File: config.mk
export PLATFORM = sky130hd
export DESIGN_NAME = uart_loopback_bridge
export DESIGN_NICKNAME = d
export VERILOG_FILES = /design/src/rtl/uart_pkg.sv /design/src/rtl/uart_loopback_bridge_sync_fifo_lvl.sv /design/src/rtl/uart_loopback_bridge.sv
export SDC_FILE = /design/constraint.sdc
export NUM_CORES = 1
export LEC_CHECK = 0
export CAP_MARGIN = 20
export CORE_ASPECT_RATIO = 1.25
export CORE_UTILIZATION = 25
export CTS_CLUSTER_DIAMETER = 100
export CTS_CLUSTER_SIZE = 28
export DETAILED_ROUTE_END_ITERATION = 12
export GPL_TIMING_DRIVEN = 0
export PLACE_DENSITY = 0.49
export REMOVE_ABC_BUFFERS = 1
export SLEW_MARGIN = 5
export SYNTH_ARGS = -nofsm -noshare
export SYNTH_HDL_FRONTEND = slang
export SYNTH_SLANG_ARGS = --single-unit
export TNS_END_PERCENT = 50
File: constraint.sdc
create_clock -name i_clk -period 3.64 [get_ports i_clk]
set_input_delay 0.91 -clock i_clk [delete_from_list [all_inputs] [get_ports i_clk]]
set_output_delay 0.91 -clock i_clk [all_outputs]
set_load 0.1 [all_outputs]
File: src/rtl/uart_pkg.sv
// Shared definitions for the uart loopback bridge.
//   DATA_W_DEF     : default rx/tx word width
//   bridge_state_e : handshake FSM encoding
//   lvl_w()        : width of a 0..depth occupancy count
package uart_pkg;

  localparam int DATA_W_DEF = 8;

  typedef enum logic [1:0] {
    ST_IDLE      = 2'd0,
    ST_WAIT_ACK  = 2'd1,
    ST_WAIT_DONE = 2'd2
  } bridge_state_e;

  // One extra bit so the count can hold DEPTH itself.
  function automatic int lvl_w(input int depth);
    return $clog2(depth) + 1;
  endfunction

endpackage

File: src/rtl/uart_loopback_bridge_sync_fifo_lvl.sv
// sync_fifo_lvl: DEPTH x DATA_W synchronous FIFO with registered level/flags.
// Ports:
//   i_clk, i_rst_n      clock, async active-low reset
//   i_flush             clears pointers/level; beats write and read
//   i_wr, i_wr_data     write request (ignored when full)
//   i_rd                read request (ignored when empty); advances rd pointer
//   o_rd_data           word at the read pointer (show-ahead)
//   o_level             occupancy 0..DEPTH
//   o_empty, o_full, o_almost_full  flags registered alongside o_level
module sync_fifo_lvl
  import uart_pkg::*;
#(
  parameter int DATA_W    = DATA_W_DEF,
  parameter int DEPTH     = 16,
  parameter int AF_THRESH = 14
) (
  input  logic                      i_clk,
  input  logic                      i_rst_n,
  input  logic                      i_flush,
  input  logic                      i_wr,
  input  logic [DATA_W-1:0]         i_wr_data,
  input  logic                      i_rd,
  output logic [DATA_W-1:0]         o_rd_data,
  output logic [lvl_w(DEPTH)-1:0]   o_level,
  output logic                      o_empty,
  output logic                      o_full,
  output logic                      o_almost_full
);

  localparam int AW = $clog2(DEPTH);
  localparam int LW = lvl_w(DEPTH);

  logic [DATA_W-1:0] r_mem [DEPTH];
  logic [AW-1:0]     r_wr_ptr, r_rd_ptr;
  logic [LW-1:0]     r_level;
  logic              r_empty, r_full, r_af;
  logic              w_wr_en, w_rd_en;
  logic [LW-1:0]     w_level_nxt;

  // Full is the registered flag, so a write in the same cycle as a pop
  // from a full FIFO is still dropped.
  assign w_wr_en = i_wr & ~r_full  & ~i_flush;
  assign w_rd_en = i_rd & ~r_empty & ~i_flush;

  always_comb begin
    w_level_nxt = r_level;
    if (i_flush) begin
      w_level_nxt = '0;
    end else begin
      case ({w_wr_en, w_rd_en})
        2'b10:   w_level_nxt = r_level + 1'b1;
        2'b01:   w_level_nxt = r_level - 1'b1;
        default: w_level_nxt = r_level;
      endcase
    end
  end

  always_ff @(posedge i_clk) begin
    if (w_wr_en) r_mem[r_wr_ptr] <= i_wr_data;
  end

  // Pointers wrap for free because DEPTH is a power of two.
  always_ff @(posedge i_clk or negedge i_rst_n) begin
    if (!i_rst_n) begin
      r_wr_ptr <= '0;
      r_rd_ptr <= '0;
      r_level  <= '0;
      r_empty  <= 1'b1;
      r_full   <= 1'b0;
      r_af     <= 1'b0;
    end else begin
      if (i_flush) begin
        r_wr_ptr <= '0;
        r_rd_ptr <= '0;
      end else begin
        if (w_wr_en) r_wr_ptr <= r_wr_ptr + 1'b1;
        if (w_rd_en) r_rd_ptr <= r_rd_ptr + 1'b1;
      end
      r_level <= w_level_nxt;
      r_empty <= (w_level_nxt == '0);
      r_full  <= (w_level_nxt == LW'(DEPTH));
      r_af    <= (w_level_nxt >= LW'(AF_THRESH));
    end
  end

  assign o_rd_data     = r_mem[r_rd_ptr];
  assign o_level       = r_level;
  assign o_empty       = r_empty;
  assign o_full        = r_full;
  assign o_almost_full = r_af;

endmodule

File: src/rtl/uart_loopback_bridge.sv
// uart_loopback_bridge: buffers rx words and issues them one at a time to
// the transmitter, locking after each issue until ready drops and rises.
// Ports:
//   i_clk, i_rst_n            clock, async active-low reset
//   i_rx_data, i_rx_valid     received word + one-cycle strobe
//   i_loop_en                 accept rx strobes when high
//   i_flush                   synchronous FIFO flush (handshake unaffected)
//   i_tx_ready                transmitter idle
//   o_tx_data, o_tx_valid     issued word + one-cycle issue pulse
//   o_level, o_empty, o_full, o_almost_full  FIFO status
//   o_overflow, o_drop_cnt    drop pulse and saturating drop count
//   o_timeout                 pulse when ready never fell after an issue
//
// state        | meaning
// ST_IDLE      | free to pop the next word when tx is ready
// ST_WAIT_ACK  | word issued, waiting for ready to fall (or timeout)
// ST_WAIT_DONE | transmitter busy, waiting for ready to rise again
module uart_loopback_bridge
  import uart_pkg::*;
#(
  parameter int DATA_W      = DATA_W_DEF,
  parameter int DEPTH       = 16,
  parameter int AF_THRESH   = 14,
  parameter int ACK_TIMEOUT = 1024,
  parameter int CNT_W       = 16
) (
  input  logic                      i_clk,
  input  logic                      i_rst_n,
  input  logic [DATA_W-1:0]         i_rx_data,
  input  logic                      i_rx_valid,
  input  logic                      i_loop_en,
  input  logic                      i_flush,
  input  logic                      i_tx_ready,
  output logic [DATA_W-1:0]         o_tx_data,
  output logic                      o_tx_valid,
  output logic [lvl_w(DEPTH)-1:0]   o_level,
  output logic                      o_empty,
  output logic                      o_full,
  output logic                      o_almost_full,
  output logic                      o_overflow,
  output logic [CNT_W-1:0]          o_drop_cnt,
  output logic                      o_timeout
);

  localparam bit TO_EN = (ACK_TIMEOUT != 0);
  localparam int TO_W  = (ACK_TIMEOUT > 1) ? $clog2(ACK_TIMEOUT) : 1;
  // Loaded on the issue edge; the timeout fires on the edge that finds it
  // at zero, i.e. ACK_TIMEOUT edges after the issue.
  localparam logic [TO_W-1:0] TO_LOAD = TO_EN ? TO_W'(ACK_TIMEOUT - 1) : '0;

  bridge_state_e     r_state, w_state_nxt;
  logic              r_first;
  logic [TO_W-1:0]   r_to_cnt;
  logic [DATA_W-1:0] r_tx_data;
  logic              r_tx_valid, r_overflow, r_timeout;
  logic [CNT_W-1:0]  r_drop_cnt;

  logic              w_wr, w_pop, w_to_fire;
  logic [DATA_W-1:0] w_rd_data;
  logic              w_empty, w_full;

  assign w_wr = i_rx_valid & i_loop_en & ~i_flush;

  sync_fifo_lvl #(
    .DATA_W    (DATA_W),
    .DEPTH     (DEPTH),
    .AF_THRESH (AF_THRESH)
  ) u_fifo (
    .i_clk         (i_clk),
    .i_rst_n       (i_rst_n),
    .i_flush       (i_flush),
    .i_wr          (w_wr),
    .i_wr_data     (i_rx_data),
    .i_rd          (w_pop),
    .o_rd_data     (w_rd_data),
    .o_level       (o_level),
    .o_empty       (w_empty),
    .o_full        (w_full),
    .o_almost_full (o_almost_full)
  );

  always_comb begin
    w_state_nxt = r_state;
    w_pop       = 1'b0;
    w_to_fire   = 1'b0;
    case (r_state)
      ST_IDLE: begin
        if (i_tx_ready && !w_empty && !i_flush) begin
          w_pop       = 1'b1;
          w_state_nxt = ST_WAIT_ACK;
        end
      end
      ST_WAIT_ACK: begin
        // r_first masks ready on the edge right after the issue.
        if (!r_first && !i_tx_ready) begin
          w_state_nxt = ST_WAIT_DONE;
        end else if (TO_EN && (r_to_cnt == '0)) begin
          w_to_fire   = 1'b1;
          w_state_nxt = ST_IDLE;
        end
      end
      ST_WAIT_DONE: begin
        if (i_tx_ready) w_state_nxt = ST_IDLE;
      end
      default: w_state_nxt = ST_IDLE;
    endcase
  end

  always_ff @(posedge i_clk or negedge i_rst_n) begin
    if (!i_rst_n) begin
      r_state    <= ST_IDLE;
      r_first    <= 1'b0;
      r_to_cnt   <= '0;
      r_tx_data  <= '0;
      r_tx_valid <= 1'b0;
      r_timeout  <= 1'b0;
      r_overflow <= 1'b0;
      r_drop_cnt <= '0;
    end else begin
      r_state    <= w_state_nxt;
      r_first    <= w_pop;
      r_tx_valid <= w_pop;
      r_timeout  <= w_to_fire;
      r_overflow <= w_wr & w_full;
      if (w_pop) begin
        r_tx_data <= w_rd_data;
        r_to_cnt  <= TO_LOAD;
      end else if (r_state == ST_WAIT_ACK && r_to_cnt != '0) begin
        r_to_cnt <= r_to_cnt - 1'b1;
      end
      if (w_wr && w_full && !(&r_drop_cnt)) r_drop_cnt <= r_drop_cnt + 1'b1;
    end
  end

  assign o_tx_data  = r_tx_data;
  assign o_tx_valid = r_tx_valid;
  assign o_empty    = w_empty;
  assign o_full     = w_full;
  assign o_overflow = r_overflow;
  assign o_drop_cnt = r_drop_cnt;
  assign o_timeout  = r_timeout;

endmodule

# Yosys cells after proc, flatten, opt, wreduce, memory -nomap -nowiden
# Memory sizes are Yosys's and may differ from the RTL's. A register that Yosys moved wholly into a read port is not among the register bits.
# Index checks and enable logic that the tools add are counted.
# word_totals
regBits	47
latch_bits	0
ramBits	128
rom_bits	0
in_bits	14
output_inout_bits	35
wordCells	79
mem_count	1
# op_classes
add_sub_neg	6
n_mul	0
n_div	0
order_cmp	1
n_eq_ne	8
shift	0
mux	20
bitwise	10
reduce_logical	21
# mem_list
memory	words	width	rd	rd_ports_with_merged_regs	wr	line_no	text
u_fifo.r_mem	16	8	1	1	1	uart_loopback_bridge_sync_fifo_lvl.sv:33	logic [DATA_W-1:0] r_mem [DEPTH];
# op_table
cell	n
two-way mux 10 bit	2
adder 16 x 1 -> 16 bit (second input constant)	1
two-way mux 4 bit	4
AND reduction 16 bit	1
logical NOT 10 bit	1
case mux 5 bit (2 select lines)	1
nonzero test 10 bit	1
subtractor 10 x 1 -> 10 bit (second input constant)	1
adder 4 x 1 -> 4 bit (second input constant)	2
two-way mux 2 bit	4
bitwise AND 1 bit	7
two-way mux 1 bit	7
logical AND 1 bit	6
logical NOT 1 bit	6
case mux 2 bit (3 select lines)	1
nonzero test 2 bit	3
adder 5 x 1 -> 5 bit (second input constant)	1
equality test 5 bit (second input constant)	1
>= comparator 5 x 4 -> 1 bit (second input constant)	1
logical NOT 5 bit	1
two-way mux 5 bit	1
subtractor 5 x 1 -> 5 bit (second input constant)	1
equality test 2 x 1 -> 1 bit (second input constant)	2
equality test 2 bit (second input constant)	2
other kinds (5)	8

# Depth between registers and ports, before layout
# logic_depth
depth_word	11
mapped_depth	12
mapped_depth_nobuf	11

# Modules after synthesis
# A second synthesis with hierarchy kept.
# unflattened
cells_unflattened	537
area_unflattened_um2	7768.7
# modules_own_cells
module	n_inst	cells_per_inst	area_each_um2	seq_area_each_um2
sync_fifo_lvl	1	355	5958.2	4245.3
uart_loopback_bridge	1	182	1810.5	975.9

# Worst setup path after synthesis
# OpenSTA, ideal clock, no wires.
# synth_path
path_kind	input port to flip-flop
start	in i_flush
end	reg u_fifo.r_full (netlist: u_fifo.o_full)
setup_ps	120
arrival_ps	3182
required_ps	3520
setup_slack_ps	337
path_stages	11
n_path_buf	1
path_cell_list	buf_6 -> nor3_2 -> inv_1 -> ha_1 -> xor2_1 -> ha_1 -> or3b_1 -> a32oi_1 -> xor2_1 -> nor2_1 -> and4_1
# synth_between
elab_chain_len	10
elab_cells_between_ends	15
cone_classes	3 x eq/ne; 4 x mux; 6 x bitwise; 2 x reduce/logical
# synth_lines
element	line_no	text
from (decl)	uart_loopback_bridge.sv:32	input logic i_flush,
logical NOT 1 bit	uart_loopback_bridge.sv:88	if (i_tx_ready && !w_empty && !i_flush) begin
logical AND 1 bit	uart_loopback_bridge.sv:88	
two-way mux 1 bit	uart_loopback_bridge.sv:88	
two-way mux 1 bit	uart_loopback_bridge.sv:86	case (r_state)
bitwise AND 1 bit (2 in series)	uart_loopback_bridge_sync_fifo_lvl.sv:43	assign w_rd_en = i_rd & ~r_empty & ~i_flush;
equality test 2 x 1 -> 1 bit or equality test 2 bit (tied branches)	uart_loopback_bridge_sync_fifo_lvl.sv:50	case ({w_wr_en, w_rd_en})
case mux 5 bit (2 select lines)	uart_loopback_bridge_sync_fifo_lvl.sv:50	
two-way mux 5 bit (*)	uart_loopback_bridge_sync_fifo_lvl.sv:47	if (i_flush) begin
via u_fifo.w_level_nxt[4]	uart_loopback_bridge_sync_fifo_lvl.sv:38	logic [LW-1:0] w_level_nxt;
equality test 5 bit (*)	uart_loopback_bridge_sync_fifo_lvl.sv:81	r_full <= (w_level_nxt == LW'(DEPTH));
to (signal assigned)	uart_loopback_bridge_sync_fifo_lvl.sv:81	
to (decl)	uart_loopback_bridge_sync_fifo_lvl.sv:36	logic r_empty, r_full, r_af;
# The timed path passes the listed nets; every way through them passes the cells marked *.
# A chain may end at the register's enable or synchronous reset.

# Worst setup path in the final report
# Ends and elaborated chain as after synthesis.

==> impl_metrics.env <==
export IMPL_synth_compound_area_share_pct=5.91
export IMPL_ant_nets=0
export IMPL_synth_async_reset_ratio_pct=30.1
export IMPL_synth_yosys_seq_area_share_pct=67.2
export IMPL_first_pass_iters=4
export IMPL_nets=585
export IMPL_via_count=4448
export IMPL_antenna_found_initial=0
export IMPL_synth_main_ff_cell="edfxtp_1"
export IMPL_synth_mux_area_share_pct=11.7
export IMPL_wl_per_cell_um=17.3
export IMPL_gp_congestion=0.743
export IMPL_synth_cells=499
export IMPL_slew_limit_headroom_pct=31.6
export IMPL_rsz0062_at_grt="false"
export IMPL_fin_skew_ns=0.0160
export IMPL_die_width_um=160
export IMPL_yosysWarnings=0
export IMPL_syn_area_mm2=0.00777
export IMPL_pin_count=49
export IMPL_fin_setup_tns_ns=0
export IMPL_cp_data_arrival_time_ns=3.73
export IMPL_cellPowerDensity_mw_per_mm2=513
export IMPL_fp_dieArea_mm2=0.0318
export IMPL_swShare_pct=29.5
export IMPL_irDropWorstVdd_v=0.000436
export IMPL_p_int_uw=3420
export IMPL_port_buffers=48
export IMPL_placementRows=71
export IMPL_dp_final_hpwl_um=11100
export IMPL_ys_ff_latch=183
export IMPL_cts_tree="yes"
export IMPL_drc=0
export IMPL_worst_slack_ns=0.214
export IMPL_drt_iter0_markers=236
export IMPL_power_total_uw=4860
export IMPL_grtUsageTotal_pct=11.2
export IMPL_grt_max_degree=34
export IMPL_cellLeakagePower_uw=0.00328
export IMPL_finalCriticalPeriod_ns=3.43
export IMPL_clk_pin_slew_ns=0.07
export IMPL_outcome="finished, final reports clean"
export IMPL_cts_max_level=4
export IMPL_synth_edf_count=128
export IMPL_ys_types=58
export IMPL_hold_class="input port to async pin"
export IMPL_drv_slew=0
export IMPL_dp_slack_ns=-1.54
export IMPL_cts_buffer_depth=2
export IMPL_drive_gt1_share_pct=17.9
export IMPL_die_height_um=199
export IMPL_p_sw_uw=1430
export IMPL_avgSynthCellArea_um2=15.6
export IMPL_insertedDiodeCount=0
export IMPL_yosys_area_share_simple_pct=8.10
export IMPL_finish_utilization_pct=31.3
export IMPL_syn_to_final_growth_pct=21.9
export IMPL_clock_power_share_pct=36.7
export IMPL_start_util_pct=25.6
export IMPL_clock_sink_count=183
export IMPL_grt_pass1_vias=4517
export IMPL_setup_viol=0
export IMPL_crit_fanout=17
export IMPL_wirelength_um=16900
export IMPL_synth_top_family_by_area="multiplexers"
export IMPL_synth_fa_ha_area_share_pct=1.61
export IMPL_grt_pass1_wl_um=26300
export IMPL_fin_hold_ws_ns=0.465
export IMPL_endpoint_kind="register"
export IMPL_synthXorXnorAreaFrac_pct=2.93
export IMPL_cp_start_kind="input port"
export IMPL_hold_violations=0
export IMPL_crit_type="input port to register"
export IMPL_combPwrFrac_pct=14.3
export IMPL_cap_violations=0
export IMPL_pwr_share_seq_pct=49.1
export IMPL_post_route_period_util_pct=94.1
export IMPL_worst_pin_slew_ns=1.02
export IMPL_cts_root_buf="clkbuf_16"
export IMPL_core_area_mm2=0.0303
export IMPL_vias_per_cell=4.56
export IMPL_fmax_mhz=292
export IMPL_cp_required_ns=3.95
export IMPL_numCtsBuffers=17
export IMPL_insertion_delay_ns=0.43
export IMPL_r2r_slack_ns=0.53
export IMPL_grt_overflow=0
==> sequential cells by signal, indices dropped and copies added, names as in the netlist <==
name                  count
o_tx_valid                1
u_fifo.o_almost_full      1
o_timeout                 1
o_overflow                1
u_fifo.r_wr_ptr           4
r_to_cnt                 10
u_fifo.o_level            5
o_tx_data                 8
u_fifo.o_full             1
u_fifo.o_empty            1
u_fifo.r_mem            128
o_drop_cnt               16
u_fifo.r_rd_ptr           4
r_state                   2
==> power groups by stage <==
stage	registers, µW	clock network (µW)	logic [µW]
after CTS	2390	1830	692
after global placement	2440	0	654
after global routing	2400	1920	732
final	2380	1780	693
after detailed placement	2430	0	689
after floorplan	2720	0	161
==> cell families (layout without fill, tap and decap cells) <==
| family | count (synthesis) | after routing |
|---|---|---|
| AND/OR/NAND/NOR | 117 | 118 |
| multiplexers | 58 | 58 |
| buffers and inverters | 38 | 112 |
| flip-flops | 183 | 183 |
| XOR/XNOR | 26 | 26 |
| AO/OA/AOI/OAI | 67 | 67 |
| adder cells (fa/ha/maj) | 10 | 10 |
==> cells in the mapped netlist (all sizes together), types with 2 or more instances <==
| cell type | number | area, µm² |
|---|---|---|
| nand3b | 2 | 15.0 |
| and4 | 5 | 43.8 |
| a21o | 2 | 15.0 |
| xnor2 | 8 | 70.1 |
| nor3 | 18 | 100 |
| buf | 12 | 100 |
| nand4 | 6 | 37.5 |
| o22ai | 7 | 43.8 |
| or3 | 2 | 12.5 |
| nand3 | 7 | 35.0 |
| nand2 | 23 | 86.3 |
| nor3b | 2 | 15.0 |
| a31oi | 2 | 12.5 |
| o31ai | 4 | 30.0 |
| nor4b | 2 | 17.5 |
| mux4 | 20 | 499 |
| a21oi | 16 | 83.8 |
| clkbuf | 10 | 37.5 |
| nor4 | 6 | 37.5 |
| nor2 | 25 | 96.4 |
| and3 | 3 | 18.8 |
| ha | 10 | 125 |
| nand2b | 5 | 31.3 |
| xor2 | 18 | 158 |
| o21ai | 14 | 70.1 |
| inv | 16 | 60.1 |
| a221o | 8 | 80.1 |
| dfrtp | 54 | 1350 |
| mux2i | 16 | 160 |
| and2 | 4 | 25.0 |
| mux2 | 22 | 248 |
| edfxtp | 128 | 3840 |
| o21bai | 6 | 45.0 |
==> stage by stage <==
| step | cells | instance area (µm²) |
|---|---|---|
| 6_report | 975 | 9470 |
| 5_1_grt | 975 | 9470 |
| 4_1_cts | 967 | 9370 |
| 3_5_place_dp | 935 | 8770 |
| 3_3_place_gp | 926 | 8610 |
| 2_1_floorplan | 477 | 7630 |
==> layer usage <==
layer / routed length [µm] / part of all wire [%] / vias to the layer above / global-route usage [%]
li1: - / - / 2050 / -
met1: 7400 / 44 / 2283 / 13.8
met2: 8640 / 51 / 103 / 18.9
met3: 649 / 3.8 / 12 / 2.84
met4: 187 / 1.1 / 0 / 3.67
met5: 0 / 0 / - / 0
==> cell type report <==
cell class,instances,area (µm²)
fill,2930,20800
sequential,183,5220
multi-input combinational,279,2430
timing repair buffer,64,668
tap,401,502
clock buffer,17,425
clock inverter,15,150
inverter,16,66.3
==> worst max-delay path, stage by stage <==
cell and delay, ns:
buf_2 0.22, nor4_4 0.42, nand2_4 0.20, inv_4 0.17
ha_2 0.26, xor2_1 0.15, ha_1 0.22, or3b_1 0.37
a32oi_1 0.26, xor2_1 0.26, nor2_1 0.08, and4_1 0.20
==> layout by cell type (no fill, tap or decap), types with 4 or more instances in the layout <==
cell and instances:
clkbuf_16 17, dfrtp_1 52, o31ai_1 4, ha_1 9, mux2_2 22, nor3_1 12, o21bai_1 6, o22ai_1 7
nor2_1 24, clkdlybuf4s50_1 46, mux2i_1 16, inv_6 7, o21ai_0 14, edfxtp_1 128, inv_1 14, and2_1 4
and4_1 5, buf_12 4, nand4_1 6, mux4_1 13, buf_4 9, nor4_2 4, nor3_2 5, a21oi_1 15
a221o_1 8, nand2b_1 5, xor2_1 18, nand3_1 7, mux4_2 7, nand2_1 22, xnor2_1 8
==> repair_timing <==
action                                  in CTS  in global routing
hold buffers                                 0                  0
endpoints found under the setup margin       7                  4
resized for setup                            8                  5
cloned                                       0                  1
setup buffers                                0                  6
pin swaps                                    1                  3
==> worst paths after layout <==
| check | end | depth (start not counted) | start |
|---|---|---|---|
| worst max-delay path | u_fifo.o_full | 12 | i_flush |
| worst min-delay path | o_drop_cnt[4] | 1 | i_rst_n |
| max in group asynchronous | u_fifo.o_empty | 2 | i_rst_n |
| worst min register to register | o_drop_cnt[11] | 1 | o_drop_cnt[11] |
| worst max register to register | u_fifo.o_full | 11 | r_state[0] |
| min in group i_clk | o_drop_cnt[11] | 1 | o_drop_cnt[11] |
(Power assumes the default switching activity.)
